--- src/rtl/fp_ctrl_pkg.sv ---
// rtl/fp_ctrl_pkg.sv - shared constants and tag type for the FP add/sub arbiter
package fp_ctrl_pkg;
  localparam int DATA_W          = 32;
  localparam int ADD_LATENCY_DEF = 6;
  localparam int TAG_ID_W        = 3;   // wide enough for up to 8 requesters
  localparam logic OP_ADD = 1'b0;
  localparam logic OP_SUB = 1'b1;

  typedef struct packed {
    logic                valid;
    logic [TAG_ID_W-1:0] id;
  } tag_t;
endpackage

--- src/rtl/fp_addsub_arbiter_rr.sv ---
// rtl/fp_addsub_arbiter_rr.sv - combinational round-robin grant with registered pointer
module rr_arbiter #(
  parameter int N   = 4,
  parameter int IDW = 2
) (
  input  logic           clk,
  input  logic           rst,
  input  logic [N-1:0]   req,
  input  logic           advance,
  output logic [N-1:0]   gnt,
  output logic [IDW-1:0] gnt_id
);
  logic [IDW-1:0] ptr;
  logic [2*N-1:0] dbl;
  logic [N-1:0]   rot;
  logic [IDW-1:0] off;
  logic [IDW:0]   sum;
  logic           found;

  // Rotate requests so bit 0 is the pointer position; the lowest set bit wins.
  always_comb begin
    dbl   = {req, req} >> ptr;
    rot   = dbl[N-1:0];
    off   = '0;
    found = 1'b0;
    for (int k = N-1; k >= 0; k--) begin
      if (rot[k]) begin
        off   = IDW'(k);
        found = 1'b1;
      end
    end
    sum = {1'b0, ptr} + {1'b0, off};
    if (sum >= (IDW+1)'(N)) sum = sum - (IDW+1)'(N);
    gnt_id = sum[IDW-1:0];
    gnt    = found ? (N'(1) << gnt_id) : '0;
  end

  always_ff @(posedge clk) begin
    if (rst) ptr <= '0;
    else if (advance) ptr <= (gnt_id == IDW'(N-1)) ? '0 : gnt_id + 1'b1;
  end
endmodule

--- src/rtl/fp_addsub_arbiter.sv ---
// rtl/fp_addsub_arbiter.sv - shares one pipelined FP adder among NUM_REQ requesters
module fp_addsub_arbiter
  import fp_ctrl_pkg::*;
#(
  parameter int NUM_REQ     = 4,
  parameter int ID_W        = 2,
  parameter int ADD_LATENCY = ADD_LATENCY_DEF
) (
  input  logic                             clk,
  input  logic                             rst,
  input  logic [NUM_REQ-1:0]               req_valid,
  output logic [NUM_REQ-1:0]               req_ready,
  input  logic [NUM_REQ*DATA_W-1:0]        req_a,
  input  logic [NUM_REQ*DATA_W-1:0]        req_b,
  input  logic [NUM_REQ-1:0]               req_op,
  input  logic                             hold,
  output logic [DATA_W-1:0]                add_a,
  output logic [DATA_W-1:0]                add_b,
  output logic                             add_op,
  output logic                             add_ce,
  input  logic [DATA_W-1:0]                add_result,
  output logic                             resp_valid,
  output logic [ID_W-1:0]                  resp_id,
  output logic [DATA_W-1:0]                resp_data,
  output logic [NUM_REQ*DATA_W-1:0]        last_result,
  output logic [$clog2(ADD_LATENCY+2)-1:0] inflight
);
  logic [NUM_REQ-1:0]  gnt;
  logic [ID_W-1:0]     gnt_id;
  logic                accept;
  logic                iss_valid;
  logic [TAG_ID_W-1:0] iss_id;
  tag_t                tag [ADD_LATENCY];
  logic                resp_fire;
  logic [ID_W-1:0]     last_id;

  assign add_ce    = !hold;
  assign req_ready = (hold || rst) ? '0 : gnt;
  assign accept    = |(req_valid & req_ready);

  rr_arbiter #(.N(NUM_REQ), .IDW(ID_W)) u_arb (
    .clk     (clk),
    .rst     (rst),
    .req     (req_valid),
    .advance (accept),
    .gnt     (gnt),
    .gnt_id  (gnt_id)
  );

  always_ff @(posedge clk) begin
    if (rst) begin
      iss_valid <= 1'b0;
      iss_id    <= '0;
      add_a     <= '0;
      add_b     <= '0;
      add_op    <= 1'b0;
    end else if (add_ce) begin
      iss_valid <= accept;
      iss_id    <= TAG_ID_W'(gnt_id);
      if (accept) begin
        add_a  <= req_a[gnt_id*DATA_W +: DATA_W];
        add_b  <= req_b[gnt_id*DATA_W +: DATA_W];
        add_op <= req_op[gnt_id];
      end
    end
  end

  // Tag stages advance in lockstep with the adder so the last stage lines up with add_result.
  always_ff @(posedge clk) begin
    if (rst) begin
      for (int i = 0; i < ADD_LATENCY; i++) tag[i] <= '0;
    end else if (add_ce) begin
      tag[0].valid <= iss_valid;
      tag[0].id    <= iss_id;
      for (int i = 1; i < ADD_LATENCY; i++) tag[i] <= tag[i-1];
    end
  end

  assign resp_fire = add_ce && tag[ADD_LATENCY-1].valid;
  assign last_id   = ID_W'(tag[ADD_LATENCY-1].id);

  always_ff @(posedge clk) begin
    if (rst) begin
      resp_valid  <= 1'b0;
      resp_id     <= '0;
      resp_data   <= '0;
      last_result <= '0;
    end else begin
      resp_valid <= resp_fire;
      if (resp_fire) begin
        resp_id   <= last_id;
        resp_data <= add_result;
        last_result[last_id*DATA_W +: DATA_W] <= add_result;
      end
    end
  end

  always_ff @(posedge clk) begin
    if (rst) inflight <= '0;
    else begin
      case ({accept, resp_fire})
        2'b10:   inflight <= inflight + 1'b1;
        2'b01:   inflight <= inflight - 1'b1;
        default: inflight <= inflight;
      endcase
    end
  end
endmodule

--- config.mk ---
export PLATFORM = sky130hd
export DESIGN_NAME = fp_addsub_arbiter
export DESIGN_NICKNAME = d
export VERILOG_FILES = /design/src/rtl/fp_ctrl_pkg.sv /design/src/rtl/fp_addsub_arbiter_rr.sv /design/src/rtl/fp_addsub_arbiter.sv
export SDC_FILE = /design/constraint.sdc
export NUM_CORES = 1
export LEC_CHECK = 0
export CAP_MARGIN = 10
export CORE_AREA = 3 3 204 206
export DETAILED_ROUTE_END_ITERATION = 8
export DIE_AREA = 0 0 207 209
export REMOVE_ABC_BUFFERS = 1
export SYNTH_ARGS = -nofsm -noshare
export SYNTH_HDL_FRONTEND = slang
export SYNTH_HIERARCHICAL = 1
export SYNTH_SLANG_ARGS = --single-unit
--- constraint.sdc ---
create_clock -name clk -period 7.9 [get_ports clk]
set_input_delay 1.185 -clock clk [delete_from_list [all_inputs] [get_ports clk]]
set_output_delay 1.185 -clock clk [all_outputs]
set_load 0.02 [all_outputs]
### Yosys cells after proc, flatten, opt, wreduce, memory -nomap -nowiden

Memory sizes are Yosys's and may differ from the RTL's.
Index checks and enable logic that the tools add are counted.

* output and inout port bits: 236
* input bits: 299
* word-level logic and storage cells: 72
* memories: 1
* flip-flop bits (word level): 236
* bits in writable memories: 24

Memory list
* tag: depth 6, bits a word 4, rd ports 6, clocked after memory_dff 0, wr ports 6, line fp_addsub_arbiter.sv:33 `tag_t tag [ADD_LATENCY];`

* $add $sub $neg: 6
* mux-type cells: 28
* eq/ne operators: 3
* reduce and logical (&&, ||, !) cells: 6
* bitwise operators: 9
* shifts and indexed selects: 6
* $lt $le $gt $ge: 2

Operator list (number)
* variable part select 128 x 8 -> 32 bit: 2
* bitwise mux 128 bit: 1
* variable shift 32 x 34 -> 128 bit, first input constant: 1
* variable part select 32 x 34 -> 128 bit: 1
* negator 7 -> 34 bit: 1
* two-way mux 4 bit: 7
* two-way mux 2 bit: 6
* two-way mux 1 bit: 11
* >> shifter 8 x 2 -> 4 bit: 1
* bitwise OR 1 bit: 7
* case mux 3 bit (2 select lines): 1
* AND 4 bit: 1
* == test 2 bit, second input constant: 2
* OR reduction 4 bit: 1
* << shifter 1 x 2 -> 4 bit, first input constant: 1
* adder 2 x 2 -> 3 bit: 1
* adder 3 x 1 -> 3 bit, second input constant: 1
* greater-or-equal comparator 3 bit, second input constant: 1
* less-than comparator 2 x 3 -> 1 bit, second input constant: 1
* two-way mux 3 bit: 1
* subtractor 3 x 1 -> 3 bit, second input constant: 1
* adder 2 x 1 -> 2 bit, second input constant: 1
* binary-select mux 1 bit (select 2 bit): 1
* == test 2 x 1 -> 1 bit, second input constant: 1
* other kinds (7): 7

### Depth between registers and ports, before layout

Gate-level depths: netlist of run 1.

* word-level depth: 15
* mapped depth: 20
* mapped depth without buffers: 18

### By module

The synthesis of run 1 kept the hierarchy.

Modules (own cells, without submodules)
* fp_addsub_arbiter: instances 1, cells each 1047, area an instance 10543.9 µm², seq. area each 5225.0 µm²
* rr_arbiter: instances 1, cells each 50, area an instance 382.9 µm², seq. area each 40.0 µm²

### Worst setup path after synthesis of run 1

OpenSTA, ideal clock, no wires.

* path kind: input to register
* start: input req_valid[0]
* end: register inflight[2]
* required time: 7.830 ns
* library setup time: 0.070 ns
* slack: 3.234 ns
* cell stages on the path: 18
* path buffers: 2
* arrival time: 4.595 ns
* path through: buf_6 > or4_1 > o2111ai_1 > ha_1 > xor2_1 > xnor2_1 > ha_1 > nor2b_1 > a22o_1 > o21a_1 > buf_2 > inv_1 > ha_1 > inv_1 > fa_1 > xor2_1 > or3_1 > a21oi_1

* word-level cells in the longest chain between the ends: 15
* elaborated cells on any way between the ends: 22
* those cells by class: add/sub: 2; order compare: 1; eq/ne: 2; shift: 2; mux: 12; bitwise: 1; reduce/logical: 2

Ends and longest elaborated chain
* from (decl): line fp_addsub_arbiter.sv:11 `input logic [NUM_REQ-1:0] req_valid,`
* >> shifter 8 x 2 -> 4 bit *: line fp_addsub_arbiter_rr.sv:22 `dbl = {req, req} >> ptr;`
* two-way mux 2 bit (4 in a row): line fp_addsub_arbiter_rr.sv:27 `if (rot[k]) begin`
* adder 2 x 2 -> 3 bit: line fp_addsub_arbiter_rr.sv:32 `sum = {1'b0, ptr} + {1'b0, off};`
* greater-or-equal comparator 3 bit or subtractor 2 x 1 -> 2 bit (tied branches): line fp_addsub_arbiter_rr.sv:33 `if (sum >= (IDW+1)'(N)) sum = sum - (IDW+1)'(N);`
* two-way mux 2 bit: line fp_addsub_arbiter_rr.sv:33
* << shifter 1 x 2 -> 4 bit: line fp_addsub_arbiter_rr.sv:35 `gnt = found ? (N'(1) << gnt_id) : '0;`
* two-way mux 4 bit *: line fp_addsub_arbiter_rr.sv:35
* via gnt[2]: line fp_addsub_arbiter.sv:28 `logic [NUM_REQ-1:0] gnt;`
* two-way mux 4 bit *: line fp_addsub_arbiter.sv:38 `assign req_ready = (hold || rst) ? '0 : gnt;`
* AND 4 bit *: line fp_addsub_arbiter.sv:39 `assign accept = |(req_valid & req_ready);`
* OR reduction 4 bit *: line fp_addsub_arbiter.sv:39
* via accept: line fp_addsub_arbiter.sv:30 `logic accept;`
* == test 2 x 1 -> 1 bit or == test 2 bit (tied branches): line fp_addsub_arbiter.sv:101 `case ({accept, resp_fire})`
* case mux 3 bit (2 select lines) or nonzero test 2 bit (tied branches)
* to (signal assigned): line fp_addsub_arbiter.sv:102 `2'b10: inflight <= inflight + 1'b1;`
* to (signal assigned): line fp_addsub_arbiter.sv:103 `2'b01: inflight <= inflight - 1'b1;`
* to (signal assigned): line fp_addsub_arbiter.sv:104 `default: inflight <= inflight;`
* to (decl): line fp_addsub_arbiter.sv:26 `output logic [$clog2(ADD_LATENCY+2)-1:0] inflight`

The timed path passes the listed nets; every way through them passes the cells marked *.
A chain may end at the register's enable or synchronous reset.

### Worst setup path after layout of run 1

* start: input req_valid[3]
* end: output req_ready[3]

* word-level cells in the longest chain between the ends: 11
* elaborated cells on any way between the ends: 16
* those cells by class: add/sub: 2; order compare: 1; shift: 2; mux: 11

Ends and longest elaborated chain
* >> shifter 8 x 2 -> 4 bit *: line fp_addsub_arbiter_rr.sv:22
* two-way mux 2 bit (3 in a row): line fp_addsub_arbiter_rr.sv:27
* two-way mux 2 bit *: line fp_addsub_arbiter_rr.sv:27
* adder 2 x 2 -> 3 bit *: line fp_addsub_arbiter_rr.sv:32
* greater-or-equal comparator 3 bit or subtractor 2 x 1 -> 2 bit (tied branches): line fp_addsub_arbiter_rr.sv:33
* two-way mux 2 bit *: line fp_addsub_arbiter_rr.sv:33
* via gnt_id[0]: line fp_addsub_arbiter.sv:29 `logic [ID_W-1:0] gnt_id;`
* << shifter 1 x 2 -> 4 bit *: line fp_addsub_arbiter_rr.sv:35
* two-way mux 4 bit *: line fp_addsub_arbiter_rr.sv:35
* via gnt[3]: line fp_addsub_arbiter.sv:28
* two-way mux 4 bit *: line fp_addsub_arbiter.sv:38
* to (decl): line fp_addsub_arbiter.sv:12 `output logic [NUM_REQ-1:0] req_ready,`

Marks and branches as above.

==> impl.org, run 1 <==
** Timing
- Setup_tns :: 0 ps
- The hold violation count in the final report came to 0.
- For the pin with the worst max-slew slack, the measured transition is approximately 990 ps.
- Final Max Slew Viols :: 0
- The clock arrives with 15.1 ps of skew.
- Counting I/O delays and the setup requirement, the final critical path takes ~5700 ps.
- Setup violations remaining at the end of the flow were counted as 0.
- Fmax :: about 0.18 GHz
- Setup repair after global routing missed its margin :: no
- Dividing the final minimum period by the clock period gives between 70% and 80%.
- Headroom to the max-slew limit came out at around a third.

** Cells and area
- Count of placed standard cells in the final layout, fillers left out :: about 2.1k
- Fill cells in the final layout number a little under 4k.
- Cells fill 44.1% of the core in the end.
- The area growth from synthesis to layout is 60.8%.
- At the end of the flow, the number of nets in the layout was 1,880.
- Share of layout cells above drive strength 1 :: 9.23%

** CTS
- The tree built by TritonCTS fans out to between 200 and 300 sinks.
- TritonCTS built the clock tree.
- Cell chosen for the clock root :: sky130_fd_sc_hd__clkbuf_16
- Buffers added to address setup during post-CTS repair amount to 0.
- After clock tree synthesis, the clock-pin slew on the worst setup and hold paths is 60 ps.
- Maximum buffer depth of the clock tree :: 3
- CTS built an H-tree with a depth of 1.
- Buffers inserted during clock tree synthesis total 29.
- Later-pin clock latency in the skew report :: ~550 ps
- Post-CTS repair changed the size of 0 cells.
- Hold repair after CTS inserted 0 buffers.

** Floorplanning
- Die Width :: 207 um
- Once the floorplan was initialized, standard cells occupied 27.4% of the core.
- Area of the core :: 39,800 um2
- Die Span Y :: approximately 210 um
- Row generation in the floorplan step produced 73 rows.
- I/O Pins :: roughly 540
- Floorplan die area :: between 40,000 and 50,000 um2

** Synth
- Yosys instantiated no cell more often than sky130_fd_sc_hd__dfxtp_1.
- In this run the mean area of a mapped cell was 9.96 um2.
- Ys async rst share :: 0%
- In this run the biggest area consumer among cell types represents a little over two fifths of the synthesized area.
- The synthesized design contains about 250 register bits.
- Sequential cell area fraction in the yosys report :: 48.2%
- For this run, the leading register cell type out of synthesis is sky130_fd_sc_hd__dfxtp_1.
- Yosys printed 6 warnings.
- Synth unique cells :: 40
- Counting flops with a built-in enable in the synthesized netlist gives 18.
- Of all cell types, the one taking the most synthesized area is sky130_fd_sc_hd__dfxtp_1.
- The mapped netlist covers ~11,000 um2.
- Sorting the synthesized cells by how often they occur yields 236 x sky130_fd_sc_hd__dfxtp_1, 203 x sky130_fd_sc_hd__nand2_1, 166 x sky130_fd_sc_hd__a21oi_1, 128 x sky130_fd_sc_hd__nand3_1.
- Main area contributors after synthesis :: sky130_fd_sc_hd__dfxtp_1 43%, sky130_fd_sc_hd__mux4_2 13%, sky130_fd_sc_hd__a21oi_1 7.6%
- Cell count after synthesis :: ~1.1k

** Routing
- Number of DRC violations after detailed routing :: 0
- DRT Pass-1 Iters :: 5
- After detailed routing, the total wire length is around 46,000 um.
- Dividing the detail-routed via count by the number of cells gives about 5.
- Count of routing violations after the opening detailed-route iteration :: about 600
- Wire per inst :: roughly 22 um
- Total number of vias :: roughly 11k
- Number of routed nets with antenna violations :: 0

** Place
- At the end of routability-driven placement, the weighted congestion stood at roughly 0.77.
- Detailed placement ended at an HPWL of 33,400 um.
- Number of buffers added on ports :: ~530
- Counting tap cells, the placed design contains a total of between 2k and 2.5k instances.

** Worst setup path
- Classification of the worst setup path :: in -> out
- Cell breakdown of the critical path :: clkdlybuf4s50_1 -> inv_1 -> and3_2 -> o21ai_0 -> o2111ai_1 -> ha_4 -> inv_1 -> nor2_1 -> nand2_1 -> mux2i_1 -> and2_1 -> clkdlybuf4s50_1
- Crit start category :: input pin
- Worst setup EP type :: output port
- Worst EP arrival :: ~4500 ps
- Along the worst path, the maximum fanout reaches 25.
- The largest individual stage delay along the critical path comes from the cell sky130_fd_sc_hd__ha_4.
- On the worst path, the slowest cell contributes a delay of a little over 600 ps.
- Data on the critical path is required at its endpoint by 6710 ps.

** Global route
- Pin count of the biggest net entering global routing :: just under 80
- Global routing used approximately 20% of the available tracks across all layers.
- The first global-routing pass estimated between 60,000 and 70,000 um of wire.
- Initial antenna violation count :: 8
- The via count of the first global-routing pass came to around 11k.
- The total overflow left after global routing is 0.

** Min path
- The tightest min-delay check is of the reg -> reg type.

** Power
- VDD sags by at most ~0.00012 V.
- For this design the static power due to leakage is 5.90 nW.
- For this design the ratio of total power to cell area is about 220 nW/um2.

** Job
- Max-cap violations in this run came to 0.

** Status
- The run finished with clean final reports.
## placed cells by master, fill, tap and decap left out, types with 3 or more instances in the layout
cell type / n
sky130_fd_sc_hd__xor2_1: 3
sky130_fd_sc_hd__clkbuf_16: 30
sky130_fd_sc_hd__edfxtp_1: 18
sky130_fd_sc_hd__mux4_2: 65
sky130_fd_sc_hd__clkdlybuf4s50_1: 533
sky130_fd_sc_hd__a32o_1: 65
sky130_fd_sc_hd__mux2i_1: 5
sky130_fd_sc_hd__and3b_1: 5
sky130_fd_sc_hd__inv_1: 9
sky130_fd_sc_hd__clkbuf_8: 8
sky130_fd_sc_hd__dfxtp_1: 236
sky130_fd_sc_hd__nand3_1: 128
sky130_fd_sc_hd__clkinv_2: 5
sky130_fd_sc_hd__nor3b_4: 3
sky130_fd_sc_hd__nor2_1: 18
sky130_fd_sc_hd__ha_1: 7
sky130_fd_sc_hd__buf_4: 21
sky130_fd_sc_hd__nand2_1: 203
sky130_fd_sc_hd__a21oi_1: 166
sky130_fd_sc_hd__and2_1: 23
sky130_fd_sc_hd__clkbuf_1: 4
sky130_fd_sc_hd__nand3b_1: 4
## layout make-up
| cell class | count | area, um2 | share of cell area (%) |
|---|---|---|---|
| timing repair buffer | 554 | 5490 | 31.3 |
| sequential | 254 | 5270 | 30.0 |
| multi-input combinational | 722 | 5140 | 29.2 |
| clock buffer | 42 | 876 | 4.98 |
| tap | 525 | 657 | 3.74 |
| clock inverter | 9 | 101 | 0.577 |
| inverter | 11 | 41.3 | 0.235 |
| antenna | 1 | 2.50 | 0.0142 |
## cells by family after synthesis
kind of cell / synth area share, %
xor gates and xnor gates: 0.481
and+or+nand+nor: 16.3
AOI/OAI and AO/OA: 14.8
adders and majority gates: 1.10
muxes: 13.9
DFF: 48.2
buffers and inverters: 5.30
## power by group
| group | switching [W] | total, W | internal [W] |
|---|---|---|---|
| Combinational | 0.000519 | 0.00109 | 0.000567 |
| Clock | 0.000542 | 0.00137 | 0.000828 |
| Sequential | 0.0000541 | 0.00144 | 0.00138 |
## metal layers
layer  vias up  routed length (um)  track usage (%)
met5         -                   0                0
met4         0                1110             5.34
met3        81                4020             5.48
met2       530               23600             36.9
met1      5209               17000             22.9
li1       4935                   -                -
## worst max-delay path: cells and delay by family
family | cells | cell delay [ps]
muxes | 1 | 230
buffers and inverters | 4 | 1440
adders and majority gates | 1 | 620
and+or+nand+nor | 4 | 600
AOI/OAI and AO/OA | 2 | 420
## per-stage QoR
stage                     instance area, um2  power (W)  setup WS [ps]  hold WS, ps
after floorplan                        10400    0.00209            190          433
after global placement                 16600    0.00255           2290          438
after detailed placement               16600    0.00256           2130          443
after CTS                              17600    0.00394           2210          451
after global routing                   17600    0.00406           1970          464
final                                  17600    0.00389           2190          447
## path summary, 6_finish.rpt
path | start | endpoint | slack [ps] | cells after the start
worst min register to register | last_result[44]$_SDFFE_PP0P_ | last_result[44]$_SDFFE_PP0P_ | 450 | 2
worst max-delay path | req_valid[3] | req_ready[3] | 2190 | 12
worst min-delay path | last_result[44]$_SDFFE_PP0P_ | last_result[44]$_SDFFE_PP0P_ | 450 | 2
worst max register to register | u_arb/ptr[0]$_SDFFE_PP0P_ | inflight[2]$_SDFFE_PP0P_ | 3440 | 16
## registers in the layout (all words and copies together), names as in the netlist, 3 cells and up
name / cells
resp_data: 32
last_result: 128
tag: 18
add_b: 32
add_a: 32
inflight: 3
(Power assumes the default switching activity.)
==> inputs of run 2 (changes only) <==
--- a/config.mk
+++ b/config.mk
@@ -6,9 +6,9 @@
 export NUM_CORES = 1
 export LEC_CHECK = 0
 export CAP_MARGIN = 10
-export CORE_AREA = 3 3 204 206
+export CORE_AREA = 3 3 205 207
 export DETAILED_ROUTE_END_ITERATION = 8
-export DIE_AREA = 0 0 207 209
+export DIE_AREA = 0 0 208 210
 export REMOVE_ABC_BUFFERS = 1
 export SYNTH_ARGS = -nofsm -noshare
 export SYNTH_HDL_FRONTEND = slang
==> constraint.sdc (replaced) <==
create_clock -name clk -period 5.75 [get_ports clk]
set_input_delay 0.8625 -clock clk [delete_from_list [all_inputs] [get_ports clk]]
set_output_delay 0.8625 -clock clk [all_outputs]
set_load 0.02 [all_outputs]
==> impl.org, run 2 (synthesis gave the netlist of run 1 again) <==
** Status
- The flow ran to the end, and the final reports show no timing, DRC or antenna violations.

** Timing
- Post-route clock period utilization :: 85.1%
- Worst clock skew on the final layout :: 8.47 ps (-6.63 ps)
- Setup_tns :: 0 ps (unchanged)
- Setup repair after global routing left no endpoint under its margin.
- The hold violation count in the final report is 0 (unchanged).
- The relative slew slack was 31.0% (-3.3 points).
- The worst path needs about 4900 ps of the cycle, external delays included.
- Final Max Slew Viols :: 0 (unchanged)
- The actual slew at the worst max-slew pin came to 1030 ps (+49.1 ps).
- Fmax :: approximately 0.2 GHz
- Final number of setup-violating endpoints :: 0 (unchanged)

** Global route
- Overflow left after global routing :: 0 (unchanged)
- The largest net degree at the start of global routing was 95 (+20%).
- The total global routing track utilization is 20.4% (+0.36 points).
- Initial antenna violation count :: 12 (+4)
- Number of global-route vias before repair :: 10.6k (-1.7%)
- Wire length of the first global-routing pass :: 68,600 um (+1.0%)

** Power
- The power density relative to cell area is 305 nW/um2 (+38%).
- The overall power after layout came to 0.00537 W (+38%).
- The leakage component of the power was 5.91 nW (+0.12%).
- The maximum vdd drop was 0.000164 V (+41%).

** Worst setup path
- The worst setup path is launched from an input pin.
- The maximum fanout along the worst path is 6 (-76%).
- The worst setup path is captured at an output port.
- Required time of the critical path :: 4890 ps (-1820 ps)
- Classification of the worst setup path :: in -> out
- Worst EP arrival :: 4030 ps (-490 ps)

** CTS
- The number of post-CTS setup repair buffers is 0 (unchanged).
- The number of buffers inserted by hold repair at cts was 0 (unchanged).
- Count of H-tree levels built during CTS :: 1 (unchanged)
- The total CTS buffers came to 29 (unchanged).
- Later-pin clock latency in the skew report :: 550 ps (about the same)
- Clock tree from TritonCTS :: done
- The tree is rooted in a sky130_fd_sc_hd__clkbuf_16.
- Clock sink count :: 254 (unchanged)
- # resized after CTS :: 0 (unchanged)
- Clock slew seen by the registers of the worst setup and hold paths :: 60 ps (about the same)
- The number of buffers on the longest clock path came to 3 (unchanged).

** Place
- Number of buffers added on ports :: 534 (unchanged)
- The detailed placer's ending HPWL is 34,300 um (+2.7%).
- Global placer's final weighted congestion :: 0.840 (+8.5%)

** Routing
- The final routed wirelength across all metal layers is 47,300 um (+3.4%).
- The detailed router's first-iteration violation count was 642 (+7.4%).
- Via/cell ratio :: 5.07 (-0.18%)
- Number of DRC violations after detailed routing :: 0 (unchanged)
- The total via count after detailed routing is 10.8k (+0.53%).
- The remaining number of nets flagged by the antenna check after routing came to 0 (unchanged).
- Wire per inst :: 22.2 um (+2.6%)
- DRT Pass-1 Iters :: 7 (+2)

** Cells and area
- Post-synthesis to final-layout area growth :: 61.3%
- The final-stage net count was 1,881 (+0.053%).
- The ratio of cells with drive above 1 in the final layout came to 9.18% (-0.057 points).
- The number of flip-flops in the largest register was 128 (unchanged).
- In the layout the commonest cells are 533 x sky130_fd_sc_hd__clkdlybuf4s50_1, 236 x sky130_fd_sc_hd__dfxtp_1, 203 x sky130_fd_sc_hd__nand2_1.
- Most common library cell in the layout ignoring fill and taps :: sky130_fd_sc_hd__clkdlybuf4s50_1
- Register with the most flip-flops :: last_result

** Floorplanning
- Die Width :: 208 um (+0.48%)
- The die area came to 43,700 um2 (+0.96%).
- Initial cell density of the core :: 26.9% (-0.49 points)
- FP Rows :: 74 (+1.4%)
- The number of I/O pins came to 535 (unchanged).
- The overall die height is 210 um (+0.48%).
- The floorplan core area came to 40,600 um2 (+1.8%).

** Job
- Reported max-cap violation count :: 0 (unchanged)

** Min path
- Worst min-delay path class :: reg -> reg
[run 2: changes by cell type in the layout (fill, tap and decap cells not counted)]
cell,change
sky130_fd_sc_hd__clkbuf_8,-6
sky130_fd_sc_hd__buf_12,+2
sky130_fd_sc_hd__buf_4,-1
sky130_fd_sc_hd__clkinvlp_4,-1
sky130_fd_sc_hd__bufinv_16,+2
sky130_fd_sc_hd__inv_4,+1
sky130_fd_sc_hd__clkbuf_1,+1
sky130_fd_sc_hd__diode_2,+9
sky130_fd_sc_hd__clkinv_2,+1
sky130_fd_sc_hd__and3b_2,+1
sky130_fd_sc_hd__and3b_1,-1
[run 2: per-stage QoR]
stage / setup slack, ps / std cells / utilization, % / hold WS (ps) / instance area, um2
floorplan: -1640 / 987 / - / 433 / 10400
global placement: 828 / 2074 / 41.0 / 438 / 16600
detailed placement: 719 / 2074 / 41.0 / 442 / 16600
CTS: 889 / 2123 / 43.4 / 452 / 17600
global route: 653 / 2132 / 43.4 / 463 / 17600
finish: 856 / 2133 / 43.5 / 450 / 17600
[run 2: layer usage]
layer	GRT usage, %	part of all wire [%]
met2	34.9	50
met1	23.6	37
met5	0	0.027
met3	6.25	9.2
met4	9.25	3.7
[run 2: worst paths after layout]
kind | from | slack (ps) | to | cells past startpoint
setup / recovery | req_valid[3] | 860 | req_ready[2] | 12
hold / removal | last_result[20]$_SDFFE_PP0P_ | 450 | last_result[20]$_SDFFE_PP0P_ | 2
setup reg to reg | u_arb/ptr[0]$_SDFFE_PP0P_ | 1650 | inflight[2]$_SDFFE_PP0P_ | 16
hold reg to reg | last_result[20]$_SDFFE_PP0P_ | 450 | last_result[20]$_SDFFE_PP0P_ | 2
[run 2: report_power, final]
group / leakage (nW) / internal (W) / switching, W
clock network: 0.479 / 0.00115 / 0.000758
logic: 3.32 / 0.000787 / 0.000704
registers: 2.11 / 0.00190 / 0.0000730
total: 5.91 / 0.00384 / 0.00154
[run 2: cell type report]
type / count / area (um2)
Antenna cell: 10 / 25.0
Clock buffer: 37 / 797
Clock inverter: 12 / 165
Fill cell: 3932 / 22900
Inverter: 11 / 41.3
Multi-Input combinational cell: 722 / 5140
Sequential cell: 254 / 5270
Tap cell: 532 / 666
Timing Repair Buffer: 555 / 5530
[run 2: worst max-delay path: stages]
cell	delay (ps)
sky130_fd_sc_hd__clkdlybuf4s50_1	570
sky130_fd_sc_hd__inv_1	130
sky130_fd_sc_hd__and3_2	210
sky130_fd_sc_hd__o21ai_0	160
sky130_fd_sc_hd__o2111ai_1	210
sky130_fd_sc_hd__ha_4	230
sky130_fd_sc_hd__xor2_1	390
sky130_fd_sc_hd__xnor2_1	180
sky130_fd_sc_hd__ha_1	160
sky130_fd_sc_hd__nor2b_1	140
sky130_fd_sc_hd__and2_1	150
sky130_fd_sc_hd__clkdlybuf4s50_1	610
